## src/rtl/program_memory_controller_if.sv

```systemverilog
// program_memory_controller_if: fetcher-side and memory-side read signals of the program-memory controller
interface program_memory_controller_if #(
  parameter int NUM_CONSUMERS = 4,
  parameter int ADDR_BITS = 8,
  parameter int DATA_BITS = 16
);
  logic [NUM_CONSUMERS-1:0] consumer_read_valid;
  logic [NUM_CONSUMERS*ADDR_BITS-1:0] consumer_read_address;
  logic [NUM_CONSUMERS-1:0] consumer_read_ready;
  logic [NUM_CONSUMERS*DATA_BITS-1:0] consumer_read_data;
  logic mem_read_valid;
  logic [ADDR_BITS-1:0] mem_read_address;
  logic mem_read_ready;
  logic [DATA_BITS-1:0] mem_read_data;
  modport master (
    input consumer_read_valid, consumer_read_address, mem_read_ready, mem_read_data,
    output consumer_read_ready, consumer_read_data, mem_read_valid, mem_read_address
  );
  modport slave (
    output consumer_read_valid, consumer_read_address, mem_read_ready, mem_read_data,
    input consumer_read_ready, consumer_read_data, mem_read_valid, mem_read_address
  );
endinterface

```

## src/rtl/program_memory_controller.sv

```systemverilog
// program_memory_controller: round-robin arbitration of fetcher reads onto one program-memory read port
module program_memory_controller #(
  parameter int NUM_CONSUMERS = 4,
  parameter int ADDR_BITS = 8,
  parameter int DATA_BITS = 16
) (
  input logic clk,
  input logic reset,
  program_memory_controller_if.master bus
);
  localparam int IW = NUM_CONSUMERS > 1 ? $clog2(NUM_CONSUMERS) : 1;
  typedef enum logic [1:0] {IDLE, READ_WAITING, RELAYING} state_t;
  state_t state, state_n;
  logic [IW-1:0] grant, last_served, pick;
  logic any_req, take, finish, release_rdy;
  logic [ADDR_BITS-1:0] addr [NUM_CONSUMERS];
  logic [DATA_BITS-1:0] data_q [NUM_CONSUMERS];
  logic [NUM_CONSUMERS-1:0] ready_q;
  logic mem_valid_q;
  logic [ADDR_BITS-1:0] mem_addr_q;
  for (genvar i = 0; i < NUM_CONSUMERS; i++) begin : g_slice
    assign addr[i] = bus.consumer_read_address[i*ADDR_BITS +: ADDR_BITS];
    assign bus.consumer_read_data[i*DATA_BITS +: DATA_BITS] = data_q[i];
  end
  assign bus.consumer_read_ready = ready_q;
  assign bus.mem_read_valid = mem_valid_q;
  assign bus.mem_read_address = mem_addr_q;
  // pick the first requester after last_served in rotation order; smallest offset wins
  always_comb begin
    any_req = 1'b0;
    pick = last_served;
    for (int k = NUM_CONSUMERS; k >= 1; k--)
      if (bus.consumer_read_valid[(int'(last_served) + k) % NUM_CONSUMERS]) begin
        any_req = 1'b1;
        pick = IW'((int'(last_served) + k) % NUM_CONSUMERS);
      end
  end
  // transaction sequencing: grant, wait for memory, relay until the fetcher lets go
  always_comb begin
    take = state == IDLE && any_req;
    finish = state == READ_WAITING && bus.mem_read_ready;
    release_rdy = state == RELAYING && !bus.consumer_read_valid[grant];
    state_n = take ? READ_WAITING
            : finish ? (bus.consumer_read_valid[grant] ? RELAYING : IDLE)
            : release_rdy ? IDLE
            : state;
  end
  // state register
  always_ff @(posedge clk or negedge reset)
    if (!reset) state <= IDLE;
    else state <= state_n;
  // grant bookkeeping, memory request and per-fetcher returned data
  always_ff @(posedge clk or negedge reset)
    if (!reset) begin
      grant <= '0;
      last_served <= IW'(NUM_CONSUMERS - 1);
      mem_valid_q <= 1'b0;
      mem_addr_q <= '0;
      ready_q <= '0;
      for (int i = 0; i < NUM_CONSUMERS; i++) data_q[i] <= '0;
    end else begin
      if (take) begin
        grant <= pick;
        last_served <= pick;
        mem_addr_q <= addr[pick];
        mem_valid_q <= 1'b1;
      end
      if (finish) begin
        mem_valid_q <= 1'b0;
        if (bus.consumer_read_valid[grant]) begin
          data_q[grant] <= bus.mem_read_data;
          ready_q[grant] <= 1'b1;
        end
      end
      if (release_rdy) ready_q <= '0;
    end
endmodule

```

## src/flat_wrapper.sv

```systemverilog
// flat-port wrapper written by rule: the top's interface ports become plain ports
module program_memory_controller_flat 
#(
  parameter int NUM_CONSUMERS = 4,
  parameter int ADDR_BITS = 8,
  parameter int DATA_BITS = 16
)
  (clk, reset, bus_consumer_read_valid, bus_consumer_read_address, bus_mem_read_ready, bus_mem_read_data, bus_consumer_read_ready, bus_consumer_read_data, bus_mem_read_valid, bus_mem_read_address);
  program_memory_controller_if #(.NUM_CONSUMERS(NUM_CONSUMERS), .ADDR_BITS(ADDR_BITS), .DATA_BITS(DATA_BITS)) bus_i ();
  input logic clk;
  input logic reset;
  input wire logic [$bits(bus_i.consumer_read_valid)-1:0] bus_consumer_read_valid;
  input wire logic [$bits(bus_i.consumer_read_address)-1:0] bus_consumer_read_address;
  input wire logic [$bits(bus_i.mem_read_ready)-1:0] bus_mem_read_ready;
  input wire logic [$bits(bus_i.mem_read_data)-1:0] bus_mem_read_data;
  output wire logic [$bits(bus_i.consumer_read_ready)-1:0] bus_consumer_read_ready;
  output wire logic [$bits(bus_i.consumer_read_data)-1:0] bus_consumer_read_data;
  output wire logic [$bits(bus_i.mem_read_valid)-1:0] bus_mem_read_valid;
  output wire logic [$bits(bus_i.mem_read_address)-1:0] bus_mem_read_address;
  assign bus_i.consumer_read_valid = bus_consumer_read_valid;
  assign bus_i.consumer_read_address = bus_consumer_read_address;
  assign bus_i.mem_read_ready = bus_mem_read_ready;
  assign bus_i.mem_read_data = bus_mem_read_data;
  assign bus_consumer_read_ready = bus_i.consumer_read_ready;
  assign bus_consumer_read_data = bus_i.consumer_read_data;
  assign bus_mem_read_valid = bus_i.mem_read_valid;
  assign bus_mem_read_address = bus_i.mem_read_address;
  program_memory_controller #(.NUM_CONSUMERS(NUM_CONSUMERS), .ADDR_BITS(ADDR_BITS), .DATA_BITS(DATA_BITS)) u_core (.clk(clk), .reset(reset), .bus(bus_i));
endmodule
```

## config.mk

```make
export PLATFORM = sky130hd
export DESIGN_NAME = program_memory_controller_flat
export DESIGN_NICKNAME = d
export VERILOG_FILES = /design/src/rtl/program_memory_controller_if.sv /design/src/rtl/program_memory_controller.sv /design/src/flat_wrapper.sv
export SDC_FILE = /design/constraint.sdc
export NUM_CORES = 1
export LEC_CHECK = 0
export CORE_UTILIZATION = 47
export CTS_CLUSTER_DIAMETER = 150
export CTS_CLUSTER_SIZE = 40
export DETAILED_ROUTE_END_ITERATION = 12
export PLACE_DENSITY = 0.85
export SYNTH_ARGS = -nofsm -noshare
export SYNTH_HDL_FRONTEND = slang
export SYNTH_SLANG_ARGS = --single-unit
```

## constraint.sdc

```tcl
create_clock -name clk -period 2.9 [get_ports clk]
set_clock_uncertainty 0.1 [all_clocks]
set_input_delay 0.58 -clock clk [delete_from_list [all_inputs] [get_ports clk]]
set_output_delay 0.58 -clock clk [all_outputs]
set_load 0.02 [all_outputs]
```

## Yosys cells after proc, flatten, opt, wreduce, memory -nomap -nowiden

Cells that the tools add are included.

- Add/sub/neg operators: 4
- Multiply operators: 0
- Div/mod/pow operators: 0
- Magnitude comparators: 9
- Eq/ne operators: 2
- Shift-type cells: 0
- Mux-type cells: 39
- Bitwise logic cells: 7
- Reductions and logical operators: 17

Operators with widths:

| kind | number |
|---|---|
| $bwmux W64 | 1 |
| $demux W16 S2 | 1 |
| $bmux W8 S2 | 1 |
| $lt A3 B4 Y1 const B | 4 |
| $mux W1 | 16 |
| $mux W16 | 1 |
| $mux W2 | 8 |
| $mux W8 | 2 |
| $mux W4 | 3 |
| $bmux W1 S2 | 5 |
| $reduce_or A2 Y1 | 4 |
| $ge A3 B3 Y1 const B | 2 |
| $not A2 Y3 | 2 |
| $reduce_bool A2 Y1 | 3 |
| $logic_and A1 B1 Y1 | 5 |
| $add A2 B1 Y2 const B | 2 |
| $add A2 B2 Y2 const B | 2 |
| $and A1 B1 Y1 const A | 4 |
| $or A4 B4 Y4 | 1 |
| $reduce_and A2 Y1 | 2 |
| $lt A2 B3 Y1 const B | 1 |
| $lt A3 B1 Y1 const B | 1 |
| $reduce_bool A3 Y1 | 1 |
| $demux W1 S2 | 1 |
| other kinds (5) | 5 |

- Register bits: 83
- Bits in latches: 0
- Bits in writable memories: 0
- Memory bits (read-only): 0
- Word-level logic and storage cells: 88
- Memories: 0

## Longest topological paths before layout

- Depth after elaboration: 14
- Gate-level depth with buffers: 7
- Mapped depth without buffers: 5

## Least setup slack after synthesis

OpenSTA, ideal clock, no wires.

- Kind: input -> register
- Start point: input bus_mem_read_ready
- End point: register u_core.data_q (netlist bit u_core.bus.consumer_read_data[54])
- Library setup time: 0.128 ns
- Arrival time: 1.663 ns
- Data required time: 2.672 ns
- Path slack: 1.010 ns
- Cell stages on the path: 6
- Buffers on the path: 2
- Path through: inv_1 -> nor3b_1 -> and4_1 -> buf_2 -> buf_4 -> mux2_1

- Word-level cells in the longest chain between the ends: 2

Ends and longest elaborated chain:

| what | line | text |
|---|---|---|
| from (decl) | flat_wrapper.sv:14 | `input wire logic [$bits(bus_i.mem_read_ready)-1:0] bus_mem_read_ready;` |
| $logic_and A1 B1 Y1 | program_memory_controller.sv:41 | `finish = state == READ_WAITING && bus.mem_read_ready;` |
| $reduce_and A2 Y1 (no line) | - |  |
| to (signal, indexed assignment) | program_memory_controller.sv:71 | `data_q[grant] <= bus.mem_read_data;` |
| to (decl) | program_memory_controller.sv:17 | `logic [DATA_BITS-1:0] data_q [NUM_CONSUMERS];` |

No other way between the ends.
A chain may end at the register's enable or synchronous reset.

## Final worst setup path

- Start point: input bus_consumer_read_valid[0]
- End point: register u_core.mem_addr_q[6] (netlist: u_core.bus.mem_read_address[6])

- Word-level cells in the longest chain between the ends: 11
- Elaborated cells between the ends (all ways): 25
- Those cells by class: mux: 23; bitwise: 1; reduce/logical: 1

Ends and longest elaborated chain:

| what | line | text |
|---|---|---|
| from (decl) | flat_wrapper.sv:12 | `input wire logic [$bits(bus_i.consumer_read_valid)-1:0] bus_consumer_read_valid;` |
| $bmux W1 S2 | program_memory_controller.sv:33 | `if (bus.consumer_read_valid[(int'(last_served) + k) % NUM_CONSUMERS]) begin` |
| $mux W1 (not written as such) (2 in series) | program_memory_controller.sv:33 |  |
| $mux W2 (4 in series) | program_memory_controller.sv:33 |  |
| $not A2 Y3 (not written as such) | program_memory_controller.sv:65 | `mem_addr_q <= addr[pick];` |
| $bmux W8 S2 | program_memory_controller.sv:65 |  |
| $mux W8 (not written as such) (2 in series) | program_memory_controller.sv:65 |  |
| to (signal assigned) | program_memory_controller.sv:65 |  |
| to (decl) | program_memory_controller.sv:20 | `logic [ADDR_BITS-1:0] mem_addr_q;` |

Several ways; a longest one is shown, not always the timed one. The select of a mux whose other input is x is not followed.

==> implementation parameters <==
Parameter                              Value

Run status
  Run status    completed

Placed design
  Number of input and output port buffers inserted    131
  Weighted congestion reported at the end of routability-driven placement    roughly 0.75
  Detailed placer's ending HPWL    5840 microns

Timing
  Headroom to the max-slew limit    0.330
  Setup-failing EPs final    0
  Share of the clock period used by the worst path after layout    0.802
  Shortest period the worst path allows    2330 ps
  Final Max Slew Viols    0
  Transition time at the pin with the least slew margin    1000 ps
  Post-Route Setup TNS    0 ps
  Fmax achieved    0.430 GHz
  RSZ-0062 raised after global routing    false
  Final count of hold timing violations    0

Die
  Ports placed on the boundary    132
  Die Y    87.9 microns
  Overall die area    0.00773 sq mm
  Total number of placement rows    30
  Die X-Extent    87.9 microns
  Core Area    0.00694 sq mm
  Initial Util    0.500

Clocking
  Number of buffers created by CTS    9
  Largest buffer count on any clock path    2
  Setup Fix Bufs, Post-CTS    0
  TritonCTS clock tree    done
  Root Driver    sky130_fd_sc_hd__clkbuf_8
  Resized Gates After CTS    0
  Insertion delay to the later sink of the worst-skew pair    340 ps
  Post-CTS Hold Fix Bufs    0
  Num Clock Sinks    83
  Clock slew at the register clock pins of the worst setup and hold paths    80 ps
  Depth of the CTS H-tree    3

Pwr
  Internal power component    3.51 mW
  Part of the total power dissipated in the clock network    0.133
  Leak    around 2.2 nW
  Power density relative to cell area    ~1100 mW/mm^2
  Share of total power in combinational logic    0.498
  Proportion of power drawn by flip-flops and latches    0.369
  Peak supply drop    approximately 530 uV
  Switching Share    0.369
  Total Power Consumption    5.57 mW
  Total net switching power    just over 2 mW

Finish
  Multi-input logic area    0.00129 sq mm
  Storage element area    0.00208 sq mm
  Antenna diode count    0
  Utilization of the core after routing    0.728
  Area delta synth->final    45.6%
  Layout net count    428
  # fillers    496
  Share of layout cells above drive strength 1    0.156

Route
  DRC violation count after routing    0
  Top Layer Used    met4
  DR iter-0 viols    roughly 80
  Routed length per placed instance    17.0 microns
  Met1 wire length    3300 microns
  Antenna viol nets, final    0
  Met3 layer wire length in the routed design    just over 400 microns
  Total vias in the final route    2438
  Final wirelength    8030 microns
  Ratio of routed vias to standard cells    between 5 and 6
  DRT Pass-1 Iters    4
  Met2 routed wirelength    4190 microns

GRT
  Number of antenna violations at the first check in global routing    0
  Maximum number of pins on one net before global-route repair    84
  Global-route wire length before repair    12700 microns
  Total GRT Usage    0.222
  Total congestion overflow    0
  Number of global-route vias before repair    2561

Logic synthesis
  Yosys reg bits    83
  Mapped Area    0.00347 sq mm
  Average instance area after synthesis    ~15 sq um
  Share of Yosys cell area claimed by the top area cell type    0.584
  Cell type with the largest total area after synthesis    sky130_fd_sc_hd__dfrtp_1
  Number of distinct library cells after synthesis    36
  Synth area leaders    sky130_fd_sc_hd__dfrtp_1, sky130_fd_sc_hd__mux2_1, sky130_fd_sc_hd__mux2_2, sky130_fd_sc_hd__mux2i_1, sky130_fd_sc_hd__o2bb2ai_1
  Post-Synthesis Cells    237
  Yosys warning count    0
  Sequential area share after synthesis    0.599
  Synth Net Count    292

Setup path
  Worst EP arrival    between 2000 and 2500 ps
  Cells along the critical path    clkdlybuf4s50_1 > mux2i_1 > a221oi_2 > buf_4 > mux2i_1 > o2bb2ai_1 > a31oi_1
  Critical path's slowest cell    sky130_fd_sc_hd__clkdlybuf4s50_1
  Largest stage delay on the critical path    600 ps
  Worst Path Max Fanout    18
  Required time at the endpoint of the critical path    2990 ps
  Kind of critical path    primary input to flip-flop
  Crit end category    flip-flop
  Critical Path Source Type    primary input
  Most frequent CP cell    sky130_fd_sc_hd__mux2i_1

Worst hold path
  Worst Hold Class    primary input to async pin

Flow run
  Maxcap violations    0
[stage by stage]
stage / area, sq um / worst slack, ps / instances / hold slack (ps)
after floorplan: 3470 / 1010 / 237 / 184
after global placement: 4880 / 356 / 458 / 364
after detailed placement: 4880 / 241 / 458 / 368
after CTS: 5050 / 610 / 473 / 345
after global routing: 5050 / 489 / 473 / 391
final: 5050 / 574 / 473 / 311
[final cells by class]
class                   count  area share
clock buffers              11      0.0300
repair buffers            138       0.272
clock inverters             4     0.00520
multi-input cells         137       0.255
flip-flops and latches     83       0.411
inverters                   4     0.00297
well taps                  96      0.0238
[cell usage after synthesis, drive strengths merged]
cell type and instances:
a21boi 1, a21o 2, a21oi 2, a221oi 1, a22oi 1, a31oi 9
and3 1, and4 1, and4b 1, buf 11, clkbuf 2, dfrtp 81
dfstp 2, inv 4, mux2 64, mux2i 18, mux4 1, nand2 6
nand2b 1, nand3 1, nand3b 2, nor2 4, nor3 2, nor3b 2
nor4 1, o211a 1, o21a 3, o21ai 3, o2bb2ai 8, or3 1
[sequential cells by signal, summed over array words and instances (netlist names)]
signal / cells
u_core.bus.mem_read_valid: 1
u_core.bus.consumer_read_data: 64
u_core.last_served: 2
u_core.bus.mem_read_address: 8
u_core.bus.consumer_read_ready: 4
u_core.grant: 2
u_core.state: 2
[final timing paths]
check / start / end / slack [ps] / depth (start not counted)
hold reg to reg: u_core.bus.mem_read_valid$_DFFE_PN0P_ / u_core.bus.mem_read_valid$_DFFE_PN0P_ / 380 / 2
min in group clk: u_core.bus.mem_read_valid$_DFFE_PN0P_ / u_core.bus.mem_read_valid$_DFFE_PN0P_ / 380 / 2
max in group asynchronous: reset / u_core.grant[0]$_DFFE_PN0P_ / 1750 / 1
setup / recovery: bus_consumer_read_valid[0] / u_core.bus.mem_read_address[6]$_DFFE_PN0P_ / 570 / 7
hold / removal: reset / u_core.bus.consumer_read_data[12]$_DFFE_PN0P_ / 310 / 1
setup reg to reg: u_core.last_served[1]$_DFFE_PN1P_ / u_core.bus.mem_read_address[6]$_DFFE_PN0P_ / 840 / 6
[worst max-delay path, delay by kind of cell]
kind	cells	cell delay, ps
buf+inv	2	940
mux	2	410
compound gates	3	480
[power by group through the flow]
stage	Sequential [mW]	Combinational (mW)	Clock (mW)
4_1_cts	2.06	2.81	0.762
6_report	2.06	2.78	0.739
3_3_place_gp	2.05	2.72	0
2_1_floorplan	2.64	0.878	0
3_5_place_dp	2.08	2.81	0
5_1_grt	2.13	2.95	0.804
[layout by cell type (no fill, tap or decap), drive strengths merged, types with 3 or more instances in the layout]
cell type        n
buf              8
nor2             4
dfrtp           81
o2bb2ai          8
o21a             3
inv              4
clkinv           3
a31oi            9
clkbuf          11
mux2            64
mux2i           18
o21ai            3
nand2            6
clkdlybuf4s50  130
[kinds of logic (layout without fill, tap and decap cells)]
family / Yosys count / in the layout / share of synthesized area
multiplexers: 83 / 83 / 0.266
flip-flops: 83 / 83 / 0.599
AO/OA/AOI/OAI: 31 / 31 / 0.0660
AND/OR/NAND/NOR: 23 / 23 / 0.0375
buffers and inverters: 17 / 157 / 0.0314
[routing by layer]
metal	vias to the layer above	global-route usage
li1	1134	-
met1	1210	0.265
met2	84	0.397
met3	10	0.0377
met4	0	0.0939
met5	-	0
Power figures use the tool's default switching activity.
